--- config.mk ---
export PLATFORM = sky130hd
export DESIGN_NAME = seg_scan_ctrl
export DESIGN_NICKNAME = d
export VERILOG_FILES = /design/src/rtl/seg_scan_ctrl.sv
export SDC_FILE = /design/constraint.sdc
export NUM_CORES = 1
export LEC_CHECK = 0
export ABC_CLOCK_PERIOD_IN_PS = 2800
export CAP_MARGIN = 10
export CORE_MARGIN = 5
export CORE_UTILIZATION = 54
export CTS_CLUSTER_SIZE = 25
export DETAILED_ROUTE_END_ITERATION = 7
export HOLD_SLACK_MARGIN = 0.15
export MAX_ROUTING_LAYER = met4
export PLACE_DENSITY_LB_ADDON = 0.25
export SLEW_MARGIN = 40
export SYNTH_ARGS = -nofsm -noshare
export SYNTH_HDL_FRONTEND = slang
export SYNTH_SLANG_ARGS = --single-unit
--- constraint.sdc ---
create_clock -name clk -period 2.8 [get_ports clk]
set_input_delay 0.28 -clock clk [delete_from_list [all_inputs] [get_ports clk]]
set_output_delay 0.28 -clock clk [all_outputs]
set_load 0.03 [all_outputs]
--- src/rtl/seg_scan_ctrl.sv ---
// Multiplexed common-anode seven-segment scanner. It holds per-digit hex values and
// their attributes, and drives one digit per REFRESH_DIV-cycle slot.
module seg_scan_ctrl #(
    parameter int NUM_DIGITS   = 8,
    parameter int REFRESH_DIV  = 100000,
    parameter int BLINK_FRAMES = 32,
    parameter int SEL_W        = $clog2(NUM_DIGITS)
) (
    input  logic                  clk,
    input  logic                  reset,
    input  logic                  write,
    input  logic [SEL_W-1:0]      sel,
    input  logic [3:0]            num,
    input  logic                  dp_in,
    input  logic                  blank_in,
    input  logic                  blink_in,
    input  logic                  clear,
    input  logic                  lz_en,
    output logic [6:0]            seg,
    output logic                  dp,
    output logic [NUM_DIGITS-1:0] anode
);
    localparam int CNT_W = $clog2(REFRESH_DIV);
    localparam int FRM_W = (BLINK_FRAMES > 1) ? $clog2(BLINK_FRAMES) : 1;
    localparam logic [CNT_W-1:0]      CNT_LAST = CNT_W'(REFRESH_DIV - 1);
    localparam logic [SEL_W-1:0]      IDX_LAST = SEL_W'(NUM_DIGITS - 1);
    localparam logic [FRM_W-1:0]      FRM_LAST = FRM_W'(BLINK_FRAMES - 1);
    localparam logic [NUM_DIGITS-1:0] ONE_HOT0 = NUM_DIGITS'(1);

    logic [3:0]            val_reg [NUM_DIGITS];
    logic [NUM_DIGITS-1:0] dpm_reg;
    logic [NUM_DIGITS-1:0] blk_reg;
    logic [NUM_DIGITS-1:0] bnk_reg;

    logic [CNT_W-1:0] tick_cnt_reg;
    logic [SEL_W-1:0] idx_reg;
    logic [FRM_W-1:0] frame_cnt_reg;
    logic             blink_phase_reg;

    logic                  tick;
    logic                  frame_end;
    logic                  wr_ok;
    logic [NUM_DIGITS-1:0] nonzero;
    logic [NUM_DIGITS-1:0] keep;
    logic [NUM_DIGITS-1:0] dark;

    assign tick      = (tick_cnt_reg == CNT_LAST);
    assign frame_end = tick && (idx_reg == IDX_LAST);
    assign wr_ok     = write && !clear && (32'(sel) < NUM_DIGITS);

    function automatic logic [6:0] hex_enc(input logic [3:0] v);
        logic [6:0] s;
        case (v)
            4'h0: s = 7'h40;
            4'h1: s = 7'h79;
            4'h2: s = 7'h24;
            4'h3: s = 7'h30;
            4'h4: s = 7'h19;
            4'h5: s = 7'h12;
            4'h6: s = 7'h02;
            4'h7: s = 7'h78;
            4'h8: s = 7'h00;
            4'h9: s = 7'h10;
            4'hA: s = 7'h08;
            4'hB: s = 7'h03;
            4'hC: s = 7'h46;
            4'hD: s = 7'h21;
            4'hE: s = 7'h06;
            default: s = 7'h0E;
        endcase
        return s;
    endfunction

    // keep[i] is set when some digit at or left of i still has something to show,
    // so leading-zero suppression applies only where keep is clear.
    genvar gi;
    generate
        for (gi = 0; gi < NUM_DIGITS; gi++) begin : g_digit
            assign nonzero[gi] = (val_reg[gi] != 4'h0) || dpm_reg[gi];
            if (gi == NUM_DIGITS - 1) begin : g_top
                assign keep[gi] = nonzero[gi];
            end else begin : g_chain
                assign keep[gi] = nonzero[gi] | keep[gi+1];
            end
            if (gi == 0) begin : g_right
                assign dark[gi] = bnk_reg[gi] | (blk_reg[gi] & blink_phase_reg);
            end else begin : g_other
                assign dark[gi] = bnk_reg[gi] | (blk_reg[gi] & blink_phase_reg)
                                | (lz_en & ~keep[gi]);
            end
        end
    endgenerate

    always_ff @(posedge clk or posedge reset) begin
        if (reset) begin
            for (int i = 0; i < NUM_DIGITS; i++) val_reg[i] <= 4'h0;
            dpm_reg <= '0;
            blk_reg <= '0;
            bnk_reg <= '0;
        end else if (clear) begin
            for (int i = 0; i < NUM_DIGITS; i++) val_reg[i] <= 4'h0;
            dpm_reg <= '0;
            blk_reg <= '0;
            bnk_reg <= '0;
        end else if (wr_ok) begin
            val_reg[sel] <= num;
            dpm_reg[sel] <= dp_in;
            blk_reg[sel] <= blink_in;
            bnk_reg[sel] <= blank_in;
        end
    end

    always_ff @(posedge clk or posedge reset) begin
        if (reset) begin
            tick_cnt_reg    <= '0;
            idx_reg         <= '0;
            frame_cnt_reg   <= '0;
            blink_phase_reg <= 1'b0;
            seg             <= 7'h7F;
            dp              <= 1'b1;
            anode           <= '1;
        end else begin
            tick_cnt_reg <= tick ? '0 : tick_cnt_reg + 1'b1;
            if (tick) idx_reg <= (idx_reg == IDX_LAST) ? '0 : idx_reg + 1'b1;
            if (frame_end) begin
                if (frame_cnt_reg == FRM_LAST) begin
                    frame_cnt_reg   <= '0;
                    blink_phase_reg <= ~blink_phase_reg;
                end else begin
                    frame_cnt_reg <= frame_cnt_reg + 1'b1;
                end
            end
            // Outputs reflect the pre-edge scan index, hence the one-cycle lag.
            seg   <= dark[idx_reg] ? 7'h7F : hex_enc(val_reg[idx_reg]);
            dp    <= dark[idx_reg] | ~dpm_reg[idx_reg];
            anode <= ~(ONE_HOT0 << idx_reg);
        end
    end
endmodule

==> summary.md, run 1 <==
| Metric | Value |
|---|---|
| CTS clock-pin slew for the worst setup and hold paths | 0.10 ns |
| Final hold slack | 0.335 ns |
| Post-synth top cells | dfrtp_1 (82), nand2_1 (78), nor2_1 (51), mux2i_1 (34), a21oi_1 (31) |
| Top delay family on crit path | multiplexers |
| Hold crit path type | primary input to async pin |
| Slowest stage delay, CP | 0.65 ns |
| Final WL | 10100 um |
| Mapped cell area | 4910 um2 |
| Die height | 105 um |
| Primary FF master, synth | dfrtp_1 |
| Reg2reg path depth | 8 |
| Levels on crit path | 8 |
| Core area | 8810 um2 |
| CTS sink cnt | 98 |
| Most numerous cell in the Yosys netlist | dfrtp_1 |
| First-pass GRT wire length | 17600 um |
| H-Tree Depth | 3 |
| Routability cong. | 0.885 |
| Final hold vios | 0 |
| Post-CTS Setup Bufs | 0 |
| Max reg flops | 32 |
| Routed Antenna Nets | 0 |
| Setup violators final | 0 |
| Reg2Reg Setup Slack | 0.36 ns |
| Residual DRC | 0 |
| # port buffers | 30 |
| Max_cap viols | 0 |
| Dominant cells by area after synthesis | dfrtp_1 (42%), dfstp_2 (8.6%), mux2i_1 (6.9%), nand2_1 (6.0%), mux4_2 (4.1%) |
| Worst r2r dst | seg[6] |
| Iter 0 DRT Violations | 195 |
| Worst path slowest cell | dfrtp_1 |
| Post-synth top area cell | dfrtp_1 |
| Crit Path Max Fanout | 11 |
| Critical Path Source Type | flip-flop |
| Root Driver | clkbuf_8 |
| Worst R2R Start | idx_reg[0] |
| Fraction of layout cells with a size suffix above 1 | 14.6% |
| Vias in the first global route | 3505 |
| DP Worst Slack | 0.375 ns |
| WL/cell | 16.5 um |
| Ys async rst share | 100% |
| Min cycle time layout | 2.44 ns |
| Vias | 3512 |
| Number of CTS-inserted buffers | 9 |
| Setup TNS Final | 0 ns |
| Overall routing resource usage | 20.0% |
| Crit path DAT | 2.72 ns |
| Maximum VDD drop | 284 uV |
| Setup slack after layout | 0.360 ns |
| CP Capture Type | flip-flop |
| Largest net degree at the start of global routing | 57 |
| Tot Pwr | 2.47 mW |
| Max Slew Vio Count | 0 |
| Slew of the pin with the lowest slew margin | 0.603 ns |
| Area after DPL | 5340 um2 |
| Ys Warns | 0 |
| P_leak | 2.39 nW |
| Gr ovfl total | 0 |
| Critical path, cell by cell | mux4_1, mux2i_1, buf_4, inv_1, ha_1, mux2_2, a22oi_1, o21ai_1 |
| Pwr dens | 448 nW/um2 |
| Mapped Cells | 473 |
| Seq/Total Area, Yosys | 50.3% |
| Vias/cell | 5.72 |
| RSZ-0062 raised after global routing | false |
| Post-Syn Nets | 503 |
| Run status | completed |
| Filler cell count | 718 |
| Top Ports | 31 |
| Die X | 105 um |
| Nets | 531 |
| Post-CTS Resized | 0 |
| Bufs and invs on worst path | 2 |
| Clock Path Buffers | 2 |
| Peak Freq | 0.410 GHz |
| Synth-to-Final Area Change | 12.2% |
| Slew headroom | 59.7% |
| Worst-skew pair later-pin latency | 0.35 ns |
| DIE AREA | 11100 um2 |
| Worst endpoint required time | 3.08 ns |
| Period utilization | 87.2% |
| Setup crit start | idx_reg[0] |
| Row count | 34 |
| CTS tree | built |
| Avg Cell Area, Syn | 10.4 um2 |
| Initial antenna violation count | 0 |
| Hold Buf Count CTS | 0 |
| Synth top area share | 41.8% |
| Library cells used by synthesis | 54 |
| Pre-Repair DR Iteration Count | 5 |
| Starting Density | 55.8% |
| # diodes | 0 |
| Post-synth EDFFs | 0 |
| #FFs+latches synth | 98 |
| Design area | 5510 um2 |
| HPWL after detailed placement | 7310 um |
| Setup CP Type | flip-flop to flip-flop |
| Clk_skew | 0.00875 ns |
| Crit path to | seg[6] |
==> cell type report <==
cell class	count	area, um2	area share [%]
flip-flops and latches	98	2470	44.9
multi-input cells	334	2250	40.8
repair buffers	44	428	7.77
well taps	108	135	2.45
clock buffers	10	128	2.32
inverters	14	56.3	1.02
clock inverters	6	42.5	0.772
==> per-stage QoR <==
stage | utilization (%) | cells
detailed placement | 60.6 | 598
global placement | 60.6 | 598
global route | 62.6 | 614
floorplan | - | 473
finish | 62.6 | 614
CTS | 62.6 | 614
==> cells by family after synthesis <==
family,share of synthesized area [%]
AND/OR/NAND/NOR,17.8
flip-flops,50.3
AO/OA/AOI/OAI,8.26
multiplexers,13.0
buffers and inverters,3.90
XOR/XNOR,2.85
adder cells (fa/ha/maj),3.82
==> layer usage <==
metal	global-route usage, %	wire (um)	part of all wire, %	vias up
li1	-	-	-	1689
met3	3.67	524	5.2	13
met5	-	0	0	-
met1	28.6	4800	47	1713
met4	5.62	152	1.5	0
met2	29.4	4650	46	97
==> cell usage in the layout (no fill, tap or decap), types with 6 or more instances in the layout <==
| master | instances |
|---|---|
| o21ai_0 | 8 |
| mux2i_1 | 34 |
| nand4_1 | 6 |
| inv_1 | 12 |
| xor2_1 | 6 |
| dfrtp_1 | 82 |
| o21ai_1 | 6 |
| nand3_1 | 9 |
| dfstp_2 | 16 |
| clkdlybuf4s50_1 | 29 |
| ha_1 | 15 |
| mux4_2 | 9 |
| a21oi_1 | 31 |
| and3_1 | 7 |
| a31oi_1 | 6 |
| xnor2_1 | 10 |
| nor2_1 | 51 |
| clkbuf_8 | 9 |
| buf_4 | 13 |
| nand2_1 | 78 |
==> power breakdown <==
part	total [mW]	internal, mW	leakage, nW	switching (mW)
logic	0.201	0.0786	1.01	0.122
registers	1.45	1.44	1.29	0.0145
clock network	0.816	0.325	0.0827	0.490
total	2.47	1.84	2.39	0.627
==> worst min path at each step <==
stage,endpoint,slack (ns),cells after the start
final,tick_cnt_reg[4],0.34,2
after global routing,tick_cnt_reg[4],0.38,2
after CTS,tick_cnt_reg[4],0.35,2
after detailed placement,tick_cnt_reg[4],0.46,1
after global placement,tick_cnt_reg[4],0.46,1
after floorplan,tick_cnt_reg[4],0.45,1
==> worst reg2reg max path, cell delays in order, from the launching register on <==
cell and delay (ns):
dfrtp_1 0.65, mux4_1 0.61, mux2i_1 0.15, buf_4 0.17, inv_1 0.06, ha_1 0.23
mux2_2 0.27, a22oi_1 0.15, o21ai_1 0.09
(Power assumes the default switching activity.)
==> run 2, diff against run 1 <==
ABC_AREA = 1   (was default)
CORE_UTILIZATION = 53   (was 54)
==> summary.md, run 2 <==
| Metric | Value |
|---|---|
| Run status | completed |
| Slew headroom | 62.2% |
| Bufs and invs on worst path | 3 |
| Fraction of layout cells with a size suffix above 1 | 10.6% |
| Hold Buf Count CTS | 0 |
| Synth-to-Final Area Change | 13.0% |
| Die height | 106 um |
| HPWL after detailed placement | 8320 um |
| Slew of the pin with the lowest slew margin | 0.568 ns |
| Most frequent cells in the layout | nand2_1 (86), dfrtp_1 (82), inv_1 (77) |
| Critical Path Source Type | flip-flop |
| Synth top area share | 42.1% |
| Max_cap viols | 0 |
| Commonest non-fill, non-tap cell in the layout | nand2_1 |
| Initial antenna violation count | 0 |
| Nets | 627 |
| Ys async rst share | 100% |
| Vias | 4086 |
| Critical path, cell by cell | inv_2, a21oi_1, o21ai_0, nand2_1, o21ai_2, inv_1, ha_1, nand2_1, o21ai_1, nand2_1, nand2_1, inv_1, nand2_1 |
| CTS clock-pin slew for the worst setup and hold paths | 0.10 ns |
| Final WL | 11300 um |
| Post-synth top cells | nand2_1 (86), dfrtp_1 (82), inv_1 (78), nand3_1 (58), o21ai_0 (51) |
| Setup crit start | idx_reg[1] |
| Worst endpoint required time | 3.10 ns |
| Gr ovfl total | 0 |
| Area after DPL | 5290 um2 |
| Post-synth top area cell | dfrtp_1 |
| Vias in the first global route | 3974 |
| Post-synth EDFFs | 0 |
| Crit path DAT | 2.47 ns |
| Library cells used by synthesis | 42 |
| Iter 0 DRT Violations | 238 |
| Ys Warns | 0 |
| Design area | 5510 um2 |
| CTS sink cnt | 98 |
| Slowest stage delay, CP | 0.59 ns |
| Starting Density | 53.5% |
| Top delay family on crit path | flip-flops |
| # diodes | 0 |
| Dominant cells by area after synthesis | dfrtp_1 (42%), dfstp_2 (8.6%), nand2_1 (6.6%), inv_1 (6.0%), nand3_1 (6.0%) |
| Routability cong. | 0.925 |
| #FFs+latches synth | 98 |
| Clock Path Buffers | 2 |
| Clk_skew | 0.0142 ns |
| RSZ-0062 raised after global routing | false |
| Tot Pwr | 2.66 mW |
| Pwr dens | 483 nW/um2 |
| Period utilization | 77.6% |
| Avg Cell Area, Syn | 8.62 um2 |
| Final hold vios | 0 |
| First-pass GRT wire length | 19500 um |
| Worst path slowest cell | dfrtp_1 |
| Post-CTS Setup Bufs | 0 |
| Overall routing resource usage | 22.1% |
| Mapped Cells | 565 |
| Hold crit path type | primary input to async pin |
| Post-Syn Nets | 595 |
| Pre-Repair DR Iteration Count | 5 |
| CP Capture Type | flip-flop |
| Row count | 35 |
| Most numerous cell in the Yosys netlist | nand2_1 |
| Worst-skew pair later-pin latency | 0.37 ns |
| Setup violators final | 0 |
| Worst R2R Start | idx_reg[1] |
| DP Worst Slack | 0.648 ns |
| # port buffers | 30 |
| Setup slack after layout | 0.628 ns |
| Setup TNS Final | 0 ns |
| Number of CTS-inserted buffers | 9 |
| Maximum VDD drop | 309 uV |
| H-Tree Depth | 3 |
| Top Ports | 31 |
| Die X | 106 um |
| Vias/cell | 5.73 |
| Max reg flops | 32 |
| Setup CP Type | flip-flop to flip-flop |
| Largest net degree at the start of global routing | 32 |
| Max Slew Vio Count | 0 |
| Routed Antenna Nets | 0 |
| Min cycle time layout | 2.17 ns |
| Mapped cell area | 4870 um2 |
| Critical path's most frequent cell | nand2_1 |
| Peak Freq | 0.460 GHz |
| P_leak | 2.53 nW |
| Seq/Total Area, Yosys | 50.7% |
| Residual DRC | 0 |
| Root Driver | clkbuf_8 |
| CTS tree | built |
| Post-CTS Resized | 0 |
| Final hold slack | 0.286 ns |
| Crit Path Max Fanout | 18 |
| DIE AREA | 11200 um2 |
| Core area | 9110 um2 |
| WL/cell | 15.8 um |
| Primary FF master, synth | dfrtp_1 |
run 2: cell count changes in the layout (fill, tap and decap cells not counted), sizes merged, moves of 9 or more:
cell,previous run,this run
inv,14,85
o21ai,14,67
nand3,9,60
mux2i,35,0
o22ai,0,33
nor2,51,28
nand2,78,90
mux4,10,0
xnor2,10,0
nand4,6,15
run 2: path summary, 6_finish.rpt:
path / endpoint / slack, ns / cells after the start
min reg2reg: tick_cnt_reg[0] / 0.47 / 1
max: seg[3] / 0.63 / 13
max reg2reg: seg[3] / 0.63 / 13
max in group asynchronous: val_reg[14] / 1.84 / 4
min in group clk: tick_cnt_reg[0] / 0.47 / 1
min: tick_cnt_reg[2] / 0.29 / 2
run 2: metrics by stage:
stage | util (%) | instances
finish | 60.5 | 713
global route | 60.5 | 713
CTS | 60.5 | 713
detailed placement | 58.1 | 697
global placement | 57.8 | 696
floorplan | - | 565
run 2: routing by layer:
| layer | global-route usage, % | share of wire [%] |
|---|---|---|
| met1 | 30.4 | 46 |
| met3 | 3.43 | 5.3 |
| met5 | - | 0 |
| met4 | 8.23 | 2.3 |
| met2 | 33.4 | 46 |
run 2: worst reg2reg max path: stages (launching register included):
cell and delay (ns):
dfrtp_1 0.59, inv_2 0.30, a21oi_1 0.06, o21ai_0 0.09, nand2_1 0.08, o21ai_2 0.25
inv_1 0.13, ha_1 0.24, nand2_1 0.12, o21ai_1 0.07, nand2_1 0.05, nand2_1 0.05
inv_1 0.04, nand2_1 0.05
run 2: final cells by class:
type                    count  area (um2)
fillers                   799        3600
flip-flops and latches     98        2470
multi-input cells         364        1970
repair buffers             38         380
inverters                  86         329
well taps                 111         139
clock buffers              10         128
clock inverters             6        88.8
run 2: cell families (layout without fill, tap and decap cells):
logic type	count (synthesis)	after routing	share of synthesized area [%]
AOI/OAI and AO/OA	145	145	16.9
xor gates and xnor gates	2	2	0.360
adders and majority gates	15	15	3.85
buffers and inverters	103	140	8.83
DFF	98	98	50.7
and+or+nand+nor	202	202	19.3
run 2: report_power, final:
group,internal (mW),switching (mW),total [mW]
registers,1.44,0.0104,1.45
logic,0.0694,0.138,0.207
clock network,0.505,0.497,1.00
total,2.02,0.645,2.66
